**src/rtl/window_addr_pkg.sv**
```systemverilog
`default_nettype none
// ------------------------------------------------------------------------
// window_addr_pkg: states and geometry helpers for window_addr_gen. Rev 1.0
// ------------------------------------------------------------------------
package window_addr_pkg;

  localparam logic [1:0] ST_IDLE = 2'd0;
  localparam logic [1:0] ST_RUN  = 2'd1;
  localparam logic [1:0] ST_DONE = 2'd2;

  // Padded dimension; serves for both width (PW) and height (PH).
  function automatic int pad_dim(input int img, input int kernel);
    return img + kernel - 1;
  endfunction

  // Output dimension; serves for both OUT_W and OUT_H.
  function automatic int out_dim(input int img, input int stride);
    return (img - 1) / stride + 1;
  endfunction

  function automatic bit depth_ok(input int img_w, input int img_h,
                                  input int kernel, input int addr_w);
    longint depth;
    longint cap;
    depth = longint'(pad_dim(img_w, kernel)) * longint'(pad_dim(img_h, kernel));
    cap   = longint'(1) << addr_w;
    return depth <= cap;
  endfunction

  function automatic int cnt_width(input int modulus);
    return (modulus > 1) ? $clog2(modulus) : 1;
  endfunction

endpackage
`default_nettype wire

```
**src/rtl/window_addr_gen_wrap_counter.sv**
```systemverilog
`default_nettype none
// ------------------------------------------------------------------------
// wrap_counter: modulo counter with enable, clear and terminal flag. Rev 1.0
// ------------------------------------------------------------------------
module wrap_counter #(
  parameter int MODULUS = 2,
  parameter int WIDTH   = 1
) (
  input  logic             clk,
  input  logic             rst,
  input  logic             clr_i,
  input  logic             en_i,
  output logic [WIDTH-1:0] cnt_o,
  output logic             wrap_o
);

  localparam logic [WIDTH-1:0] c_MAX = WIDTH'(MODULUS - 1);

  logic [WIDTH-1:0] cnt_q;
  logic [WIDTH-1:0] cnt_d;

  always_comb begin
    cnt_d = cnt_q;
    if (clr_i) begin
      cnt_d = '0;
    end else if (en_i) begin
      cnt_d = wrap_o ? '0 : cnt_q + WIDTH'(1);
    end
  end

  always_ff @(posedge clk or posedge rst) begin
    if (rst) begin
      cnt_q <= '0;
    end else begin
      cnt_q <= cnt_d;
    end
  end

  assign cnt_o  = cnt_q;
  assign wrap_o = (cnt_q == c_MAX);

endmodule
`default_nettype wire

```
**src/rtl/window_addr_gen.sv**
```systemverilog
`default_nettype none
// ------------------------------------------------------------------------
// window_addr_gen: KERNEL x KERNEL window tap address sequencer. Rev 1.0
// ------------------------------------------------------------------------
module window_addr_gen
  import window_addr_pkg::*;
#(
  parameter int IMG_W  = 512,
  parameter int IMG_H  = 512,
  parameter int KERNEL = 5,
  parameter int STRIDE = 1,
  parameter int ADDR_W = 19
) (
  input  logic              clk,
  input  logic              rst,
  input  logic              start,
  input  logic              abort,
  input  logic              addr_ready,
  output logic [ADDR_W-1:0] addr,
  output logic              addr_valid,
  output logic              win_first,
  output logic              win_last,
  output logic [15:0]       out_x,
  output logic [15:0]       out_y,
  output logic              busy,
  output logic              done
);

  localparam int c_PW    = pad_dim(IMG_W, KERNEL);
  localparam int c_OUT_W = out_dim(IMG_W, STRIDE);
  localparam int c_OUT_H = out_dim(IMG_H, STRIDE);
  localparam int c_K_CW  = cnt_width(KERNEL);
  localparam int c_OX_CW = cnt_width(c_OUT_W);
  localparam int c_OY_CW = cnt_width(c_OUT_H);

  localparam logic [ADDR_W-1:0] c_ROW_STEP  = ADDR_W'(c_PW);
  localparam logic [ADDR_W-1:0] c_COL_STEP  = ADDR_W'(STRIDE);
  localparam logic [ADDR_W-1:0] c_LINE_STEP = ADDR_W'(STRIDE * c_PW);

  generate
    if (!depth_ok(IMG_W, IMG_H, KERNEL, ADDR_W) || (KERNEL % 2 == 0) || (STRIDE < 1)) begin : g_param_check
      $error("window_addr_gen: illegal KERNEL/STRIDE or padded image exceeds ADDR_W");
    end
  endgenerate

  logic [1:0]        state_q, state_d;
  logic [ADDR_W-1:0] addr_q, addr_d;
  logic [ADDR_W-1:0] row_q, row_d;
  logic [ADDR_W-1:0] win_q, win_d;
  logic [ADDR_W-1:0] line_q, line_d;

  logic [c_K_CW-1:0]  w_kx, w_ky;
  logic [c_OX_CW-1:0] w_ox;
  logic [c_OY_CW-1:0] w_oy;
  logic w_kx_wrap, w_ky_wrap, w_ox_wrap, w_oy_wrap;
  logic w_valid, w_hs, w_cnt_clr, w_final;

  assign w_valid   = (state_q == ST_RUN);
  assign w_hs      = w_valid & addr_ready;
  assign w_cnt_clr = abort | ~w_valid;
  assign w_final   = w_kx_wrap & w_ky_wrap & w_ox_wrap & w_oy_wrap;

  // Chained via wrap flags: kx fastest, then ky, out_x, out_y.
  wrap_counter #(.MODULUS(KERNEL), .WIDTH(c_K_CW)) u_kx (
    .clk(clk), .rst(rst), .clr_i(w_cnt_clr), .en_i(w_hs),
    .cnt_o(w_kx), .wrap_o(w_kx_wrap)
  );
  wrap_counter #(.MODULUS(KERNEL), .WIDTH(c_K_CW)) u_ky (
    .clk(clk), .rst(rst), .clr_i(w_cnt_clr), .en_i(w_hs & w_kx_wrap),
    .cnt_o(w_ky), .wrap_o(w_ky_wrap)
  );
  wrap_counter #(.MODULUS(c_OUT_W), .WIDTH(c_OX_CW)) u_ox (
    .clk(clk), .rst(rst), .clr_i(w_cnt_clr), .en_i(w_hs & w_kx_wrap & w_ky_wrap),
    .cnt_o(w_ox), .wrap_o(w_ox_wrap)
  );
  wrap_counter #(.MODULUS(c_OUT_H), .WIDTH(c_OY_CW)) u_oy (
    .clk(clk), .rst(rst), .clr_i(w_cnt_clr),
    .en_i(w_hs & w_kx_wrap & w_ky_wrap & w_ox_wrap),
    .cnt_o(w_oy), .wrap_o(w_oy_wrap)
  );

  // line/win/row hold the address of tap (0,0) of the current output row,
  // of the current window, and of the current kernel row respectively.
  always_comb begin
    state_d = state_q;
    addr_d  = addr_q;
    row_d   = row_q;
    win_d   = win_q;
    line_d  = line_q;
    case (state_q)
      ST_IDLE: begin
        if (start) state_d = ST_RUN;
      end
      ST_RUN: begin
        if (w_hs) begin
          if (w_final) begin
            state_d = ST_DONE;
          end else if (!w_kx_wrap) begin
            addr_d = addr_q + ADDR_W'(1);
          end else if (!w_ky_wrap) begin
            row_d  = row_q + c_ROW_STEP;
            addr_d = row_d;
          end else if (!w_ox_wrap) begin
            win_d  = win_q + c_COL_STEP;
            row_d  = win_d;
            addr_d = win_d;
          end else begin
            line_d = line_q + c_LINE_STEP;
            win_d  = line_d;
            row_d  = line_d;
            addr_d = line_d;
          end
        end
      end
      ST_DONE: state_d = ST_IDLE;
      default: state_d = ST_IDLE;
    endcase
    if (abort) state_d = ST_IDLE;
    if (state_d != ST_RUN) begin
      addr_d = '0;
      row_d  = '0;
      win_d  = '0;
      line_d = '0;
    end
  end

  always_ff @(posedge clk or posedge rst) begin
    if (rst) begin
      state_q <= ST_IDLE;
      addr_q  <= '0;
      row_q   <= '0;
      win_q   <= '0;
      line_q  <= '0;
    end else begin
      state_q <= state_d;
      addr_q  <= addr_d;
      row_q   <= row_d;
      win_q   <= win_d;
      line_q  <= line_d;
    end
  end

  assign addr       = addr_q;
  assign addr_valid = w_valid;
  assign busy       = w_valid;
  assign done       = (state_q == ST_DONE);
  assign win_first  = w_valid & (w_kx == '0) & (w_ky == '0);
  assign win_last   = w_valid & w_kx_wrap & w_ky_wrap;
  assign out_x      = 16'(w_ox);
  assign out_y      = 16'(w_oy);

endmodule
`default_nettype wire

```
**config.mk**
```make
export PLATFORM = sky130hd
export DESIGN_NAME = window_addr_gen
export DESIGN_NICKNAME = d
export VERILOG_FILES = /design/src/rtl/window_addr_pkg.sv /design/src/rtl/window_addr_gen_wrap_counter.sv /design/src/rtl/window_addr_gen.sv
export SDC_FILE = /design/constraint.sdc
export NUM_CORES = 1
export LEC_CHECK = 0
export CAP_MARGIN = 20
export CORE_UTILIZATION = 59
export CTS_BUF_LIST = sky130_fd_sc_hd__clkbuf_4 sky130_fd_sc_hd__clkbuf_8 sky130_fd_sc_hd__clkbuf_16
export CTS_CLUSTER_SIZE = 16
export DETAILED_ROUTE_END_ITERATION = 7
export PLACE_DENSITY = 0.82
export SYNTH_ARGS = -nofsm -noshare
export SYNTH_HDL_FRONTEND = slang
export SYNTH_SLANG_ARGS = --single-unit
```
**constraint.sdc**
```tcl
create_clock -name clk -period 4.6 [get_ports clk]
set_input_delay 0.92 -clock clk [delete_from_list [all_inputs] [get_ports clk]]
set_output_delay 0.92 -clock clk [all_outputs]
set_load 0.005 [all_outputs]
```
## Word-level counts from Yosys, hierarchy flattened

Index checks and enable logic that the tools add are counted.

| storage, ports and cells | value |
|---|---|
| register bits | 102 |
| latch bits | 0 |
| RAM bits | 0 |
| bits in read-only memories | 0 |
| input port bits | 5 |
| output and inout port bits | 56 |
| word-level logic and storage cells | 96 |
| memories | 0 |

| operators by class | value |
|---|---|
| $add $sub $neg | 8 |
| multiply operators | 0 |
| div/mod/pow operators | 0 |
| $lt $le $gt $ge | 0 |
| equal/unequal tests | 8 |
| shift operators | 0 |
| muxes and demuxes | 42 |
| bitwise operators | 13 |
| reductions and logical operators | 16 |

Operators by type and width:

| cell | count |
|---|---|
| $mux 19 | 25 |
| $mux 9 | 6 |
| $add 19x1->19 const B | 2 |
| $add 19x10->19 const B | 2 |
| $add 9x1->9 const B | 2 |
| $eq 9x9->1 const B | 2 |
| $mux 3 | 6 |
| $reduce_bool 2->1 | 9 |
| $and 1x1->1 | 11 |
| $mux 2 | 4 |
| $add 3x1->3 const B | 2 |
| $eq 3x3->1 const B | 2 |
| $logic_not 3->1 | 2 |
| $reduce_and 6->1 | 1 |
| $reduce_and 5->1 | 1 |
| $ne 2x1->1 const B | 2 |
| $pmux 2 s2 | 1 |
| $reduce_and 4->1 | 1 |
| $reduce_and 3->1 | 1 |
| $eq 2x1->1 const B | 1 |
| $eq 2x2->1 const B | 1 |
| $logic_not 2->1 | 1 |
| $not 1->1 | 1 |
| $or 1x1->1 | 1 |

## Longest topological paths before layout

| logic depth | value |
|---|---|
| depth in word-level cells | 11 |
| depth in mapped cells | 13 |
| gate-level depth less buffers | 12 |

## By module

Synthesis repeated with hierarchy kept, for this count alone.

| second synthesis, totals | value |
|---|---|
| cells, all modules | 742 |
| area, all modules | 6342.3 um2 |

Modules (own cells, without submodules):

| module | instances | cells an instance | area an instance (um2) | sequential area each (um2) |
|---|---|---|---|---|
| window_addr_gen | 1 | 598 | 4973.5 | 1901.8 |
| wrap_counter (u_ox ...) | 2 | 53 | 508.0 | 225.2 |
| wrap_counter (u_kx ...) | 2 | 19 | 176.4 | 75.1 |

## Least setup slack after synthesis

Ideal clock, no wire load.

| timing | value |
|---|---|
| kind | reg-to-reg |
| start point | register u_ox.cnt_q[0] (netlist: u_ox.cnt_o[0]) |
| end point | register line_q[6] |
| setup time | 0.128 ns |
| arrival | 2.566 ns |
| data required time | 4.472 ns |
| setup slack | 1.906 ns |
| cell stages (with the launch flop) | 14 |
| path buffers | 2 |
| period minus slack after synthesis | 2.694 ns |
| cells stage by stage | dfrtp_1 ha_1 and3_1 and3_1 and3_1 ha_1 clkbuf_1 and3_1 nor3_1 nand4b_2 clkbuf_1 nor2_1 o21ai_0 o31ai_1 |

| on the way | value |
|---|---|
| cells in the longest elaborated chain, start to end | 10 |
| elaborated cells on any way between the ends | 16 |
| classes of those cells | eq/ne (3); mux (5); bitwise (2); reduce/logical (6) |

Ends and longest elaborated chain:

| element | RTL line | source |
|---|---|---|
| start: declaration | window_addr_gen_wrap_counter.sv:19 | `logic [WIDTH-1:0] cnt_q;` |
| start signal: assignment | window_addr_gen_wrap_counter.sv:35 | `cnt_q <= cnt_d;` |
| $eq 9x9->1 (*) | window_addr_gen_wrap_counter.sv:40 | `assign wrap_o = (cnt_q == c_MAX);` |
| $and 1x1->1 (2 in series) | window_addr_gen.sv:61 | `assign w_final = w_kx_wrap & w_ky_wrap & w_ox_wrap & w_oy_wrap;` |
| $mux 2 | window_addr_gen.sv:96 | `if (w_final) begin` |
| $mux 2 | window_addr_gen.sv:95 | `if (w_hs) begin` |
| $pmux 2 s2 | window_addr_gen.sv:90 | `case (state_q)` |
| $mux 2 | window_addr_gen.sv:118 | `if (abort) state_d = ST_IDLE;` |
| $ne 2x1->1 | window_addr_gen.sv:119 | `if (state_d != ST_RUN) begin` |
| $ne 2x1->1 (no line) / $reduce_bool 2->1 (equally long branches) | - |  |
| $reduce_and 6->1 (no line) | - |  |
| end signal: assignment | window_addr_gen.sv:139 | `line_q <= line_d;` |
| end: declaration | window_addr_gen.sv:50 | `logic [ADDR_W-1:0] line_q, line_d;` |

Every way passes the cells marked *; elsewhere a longest branch is shown, timed or not.
A chain may end at the register's enable or synchronous reset.

## Worst setup path in the final report

| timing | value |
|---|---|
| start point | register u_ox.cnt_q[0] (netlist: u_ox.cnt_o[0]) |
| end point | register addr_q[13] (netlist: addr[13]) |

| on the way | value |
|---|---|
| cells in the longest elaborated chain, start to end | 10 |
| elaborated cells on any way between the ends | 19 |
| classes of those cells | eq/ne (3); mux (11); bitwise (2); reduce/logical (3) |

Ends and longest elaborated chain:

| element | RTL line | source |
|---|---|---|
| $eq 9x9->1 (*) | window_addr_gen_wrap_counter.sv:40 |  |
| $and 1x1->1 (2 in series) | window_addr_gen.sv:61 |  |
| $mux 2 | window_addr_gen.sv:96 |  |
| $mux 2 | window_addr_gen.sv:95 |  |
| $pmux 2 s2 | window_addr_gen.sv:90 |  |
| $mux 2 | window_addr_gen.sv:118 |  |
| $ne 2x1->1 | window_addr_gen.sv:119 |  |
| $ne 2x1->1 (no line) / $reduce_bool 2->1 (equally long branches) | - |  |
| $reduce_and 3->1 (no line) | - |  |
| end signal: assignment | window_addr_gen.sv:136 | `addr_q <= addr_d;` |
| end: declaration | window_addr_gen.sv:47 | `logic [ADDR_W-1:0] addr_q, addr_d;` |

Every way passes the cells marked *; elsewhere a longest branch is shown, timed or not. The select of a mux whose other input is x is not followed.

==> reports/results.md <==
* dfrtp_1 — post-synthesis cell type with the largest combined area
* 61 — ports placed on the boundary
* 0 — count of endpoints failing setup in the final report
* 0.9728 ns — Worst Max-Slew Pin Slew
* 0 — max-cap violation count
* 10940 um2 — area of the placeable core
* 0 — post-CTS resize count
* and3_1 — most used cell, CP
* 6655 um2 — cell area after synthesis
* 0 — # hold bufs at CTS
* 11710 um2 — die area
* 30.16 mm — global-route wire length before repair
* 0 — Antenna Cells
* 4.77 ns — endpoint required time on the critical path
* 0.07 ns — clock slew at reported path FFs
* 194.5 uV — Max VDD drop
* 108.2 um — die width
* 807 — cell count after synthesis
* completed — run status
* 38 — floorplan row count
* 841 — Final Net Count
* 37.60% — proportion of netlist area held by the largest area contributor
* 0.9478 — Final Wtd Congestion
* 0 — final hold violations
* a2111oi_2 — CP max-delay cell
* 8 — iteration count of the initial detailed-routing pass
* 0 — setup repair bufs after CTS
* 241.8 nW/um2 — power density cells
* 922 — # fillers
* 8.247 um2 — Synth Area per Inst
* 100 — count of state elements after synthesis
* 18.71 mm — Total Wirelength
* 0.35 ns — clock insertion delay at the later pin of the skew report
* 661 — First DRT Iteration DRCs
* simple AND/OR/NAND/NOR gates — crit-path leading delay family
* dfrtp_1 — dominant register cell in the synthesized netlist
* 0 — post-route ant nets
* nand2_1 — cell with the most instances after synthesis
* 83 — Distinct cells, synth
* 0 — warning count from the yosys run
* clkbuf_16 — clock root cell
* 13.35 mm — DPL Wire Length
* 100 — total clock sinks
* 3 — number of levels the H-tree was split into
* flip-flop to flip-flop — type of the tightest min-delay check
* 100.0% — share of async-settable or async-resettable flops after synthesis
* 0.003020 uW — leakage power
* yes — TritonCTS clock tree
* nand2_1, dfrtp_1, o21ai_0 — list of most frequent post-synthesis cells
* 37.60% — portion of the post-synthesis area used by sequential elements
* 10.60% — synthesis-to-layout area growth
* 5892 — number of global-route vias before repair
* 0.01090 ns — final worst clock skew
* 0 — Pins Over Slew Limit
* 7.117% — share of cells above drive strength 1
* 0 ns — Total Neg Setup Slack
* 19.31 um — detailed-route wire length per cell
* 42 — critical path peak fanout
* 108.2 um — vertical die dimension
* dfrtp_1, nand2_1, o21ai_0, a21oi_1, nor2_1 — top cells by area, synth
* 34.46% — Max-Slew Margin vs Limit
* 50 — largest net degree at the start of global routing
* 33.53% — Total GRT Usage
* flip-flop to flip-flop — worst setup path category
* flip-flop — crit path launch type
* 46 — number of port buffers
* 73.05% — final worst path period share
* 6276 — via count
* 0 — drc violations
* 0 — Post-synth EDFFs
* 0.51 ns — Critical Path Max Stage Delay
* 3.360 ns — min Tclk post-route
* flip-flop — critical path capture point type
* 2 — number of buffer and inverter instances along the worst setup path
* 3.53 ns — Worst EP arrival
* 9 — number of clock buffers inserted by TritonCTS
* ha_1, and3_1, and3_1, and3_1, ha_1, buf_4, inv_1, nand3_1, nor2_1, a2111oi_2, a311oi_1 — cells along the critical path
* false — setup repair after global routing missed its margin
* 2 — deepest clock path buffer count
* 6.477 — routed vias/inst
* 60.86% — initial cell density of the core
* 0 — GRT Residual Overflow
* 0.2976 GHz — top achievable clock speed
* 0 — antenna violations before repair
* 0.5092 ns — Hold Slack
## power by group
part / total [uW] / switching, uW / leakage, uW / internal [uW]
sequential: 904 / 15.9 / 0.00139 / 889
combinational: 136 / 98.0 / 0.00149 / 38.1
clock: 739 / 341 / 0.000142 / 398
## cell usage in the layout, fill, tap and decap left out, types with 5 or more instances in the layout
cell type,count
o221ai_1,7
and4_1,6
nor3_1,20
o21ai_0,72
o31ai_1,5
o21ai_1,6
o21a_1,10
nor2b_1,5
nor2_1,69
buf_4,6
a21oi_1,63
mux2i_1,5
nand2_1,103
and3_1,21
inv_1,12
xnor2_1,21
nor4_1,5
nand4_1,17
nand3_1,51
xor2_1,23
a21o_1,8
and2_1,5
dfrtp_1,100
o22ai_1,5
or3_1,6
clkbuf_16,9
clkdlybuf4s50_1,46
conb_1,14
ha_1,12
## flip-flops by register name, indices dropped and copies added (netlist names)
name and count:
line_q 17, row_q 19, u_ox.cnt_o 9, u_ky.cnt_o 3, win_q 19, u_oy.cnt_o 9, u_kx.cnt_o 3, addr 19
state_q 2
## layer usage
| layer | vias to the layer above | wire (um) | global-route usage (%) | part of all wire [%] |
|---|---|---|---|---|
| met1 | 3026 | 8097 | 45.96 | 43 |
| met3 | 36 | 1275 | 4.822 | 6.8 |
| met5 | - | 0 | 0 | 0 |
| li1 | 2926 | - | - | - |
| met2 | 288 | 8909 | 53.14 | 48 |
| met4 | 0 | 427 | 13.89 | 2.3 |
## path summary, 6_finish.rpt
kind / from / end / slack (ns) / depth (start not counted)
worst max register to register: u_ox.cnt_o[0]$_DFFE_PP0P_ / addr[13]$_DFFE_PP0P_ / 1.24 / 11
worst min-delay path: line_q[18]$_DFFE_PP0P_ / line_q[18]$_DFFE_PP0P_ / 0.51 / 2
worst min register to register: line_q[18]$_DFFE_PP0P_ / line_q[18]$_DFFE_PP0P_ / 0.51 / 2
min in group asynchronous: rst / addr[13]$_DFFE_PP0P_ / 1.02 / 2
worst max-delay path: u_ox.cnt_o[0]$_DFFE_PP0P_ / addr[13]$_DFFE_PP0P_ / 1.24 / 11
max in group asynchronous: rst / win_q[7]$_DFFE_PP0P_ / 2.76 / 3
## worst register-to-register path: stages (launching register included)
cell and delay (ns):
dfrtp_1 0.42, ha_1 0.20, and3_1 0.19, and3_1 0.19, and3_1 0.17, ha_1 0.17
buf_4 0.40, inv_1 0.42, nand3_1 0.31, nor2_1 0.11, a2111oi_2 0.51, a311oi_1 0.11
## stage by stage
step	util (%)	area, um2	power (uW)	instances	setup WS (ns)
finish	67.31	7361	1780	969	1.240
global route	67.31	7361	1841	969	0.9715
floorplan	-	6704	1017	820	1.061
CTS	67.31	7361	1790	969	1.303
detailed placement	64.68	7073	1054	953	1.103
global placement	64.68	7073	1051	953	1.166
## logic make-up (layout without fill, tap and decap cells)
family	after synthesis	in the layout	synth area share, %
AND/OR/NAND/NOR	342	342	25.94
adder cells (fa/ha/maj)	12	12	2.256
flip-flops	100	100	37.60
other	1	14	0.05635
multiplexers	8	8	1.260
buffers and inverters	73	82	5.509
XOR/XNOR	44	44	5.791
AO/OA/AOI/OAI	227	227	21.58
## layout make-up
class | count | area [um2] | share of cell area, %
multi-input cells | 647 | 3835 | 52.10
flip-flops and latches | 100 | 2502 | 34.00
repair buffers | 52 | 505.5 | 6.867
clock buffers | 11 | 252.7 | 3.434
well taps | 140 | 175.2 | 2.380
inverters | 14 | 55.05 | 0.7479
clock inverters | 5 | 35.03 | 0.4759
Power figures use the tool's default switching activity.
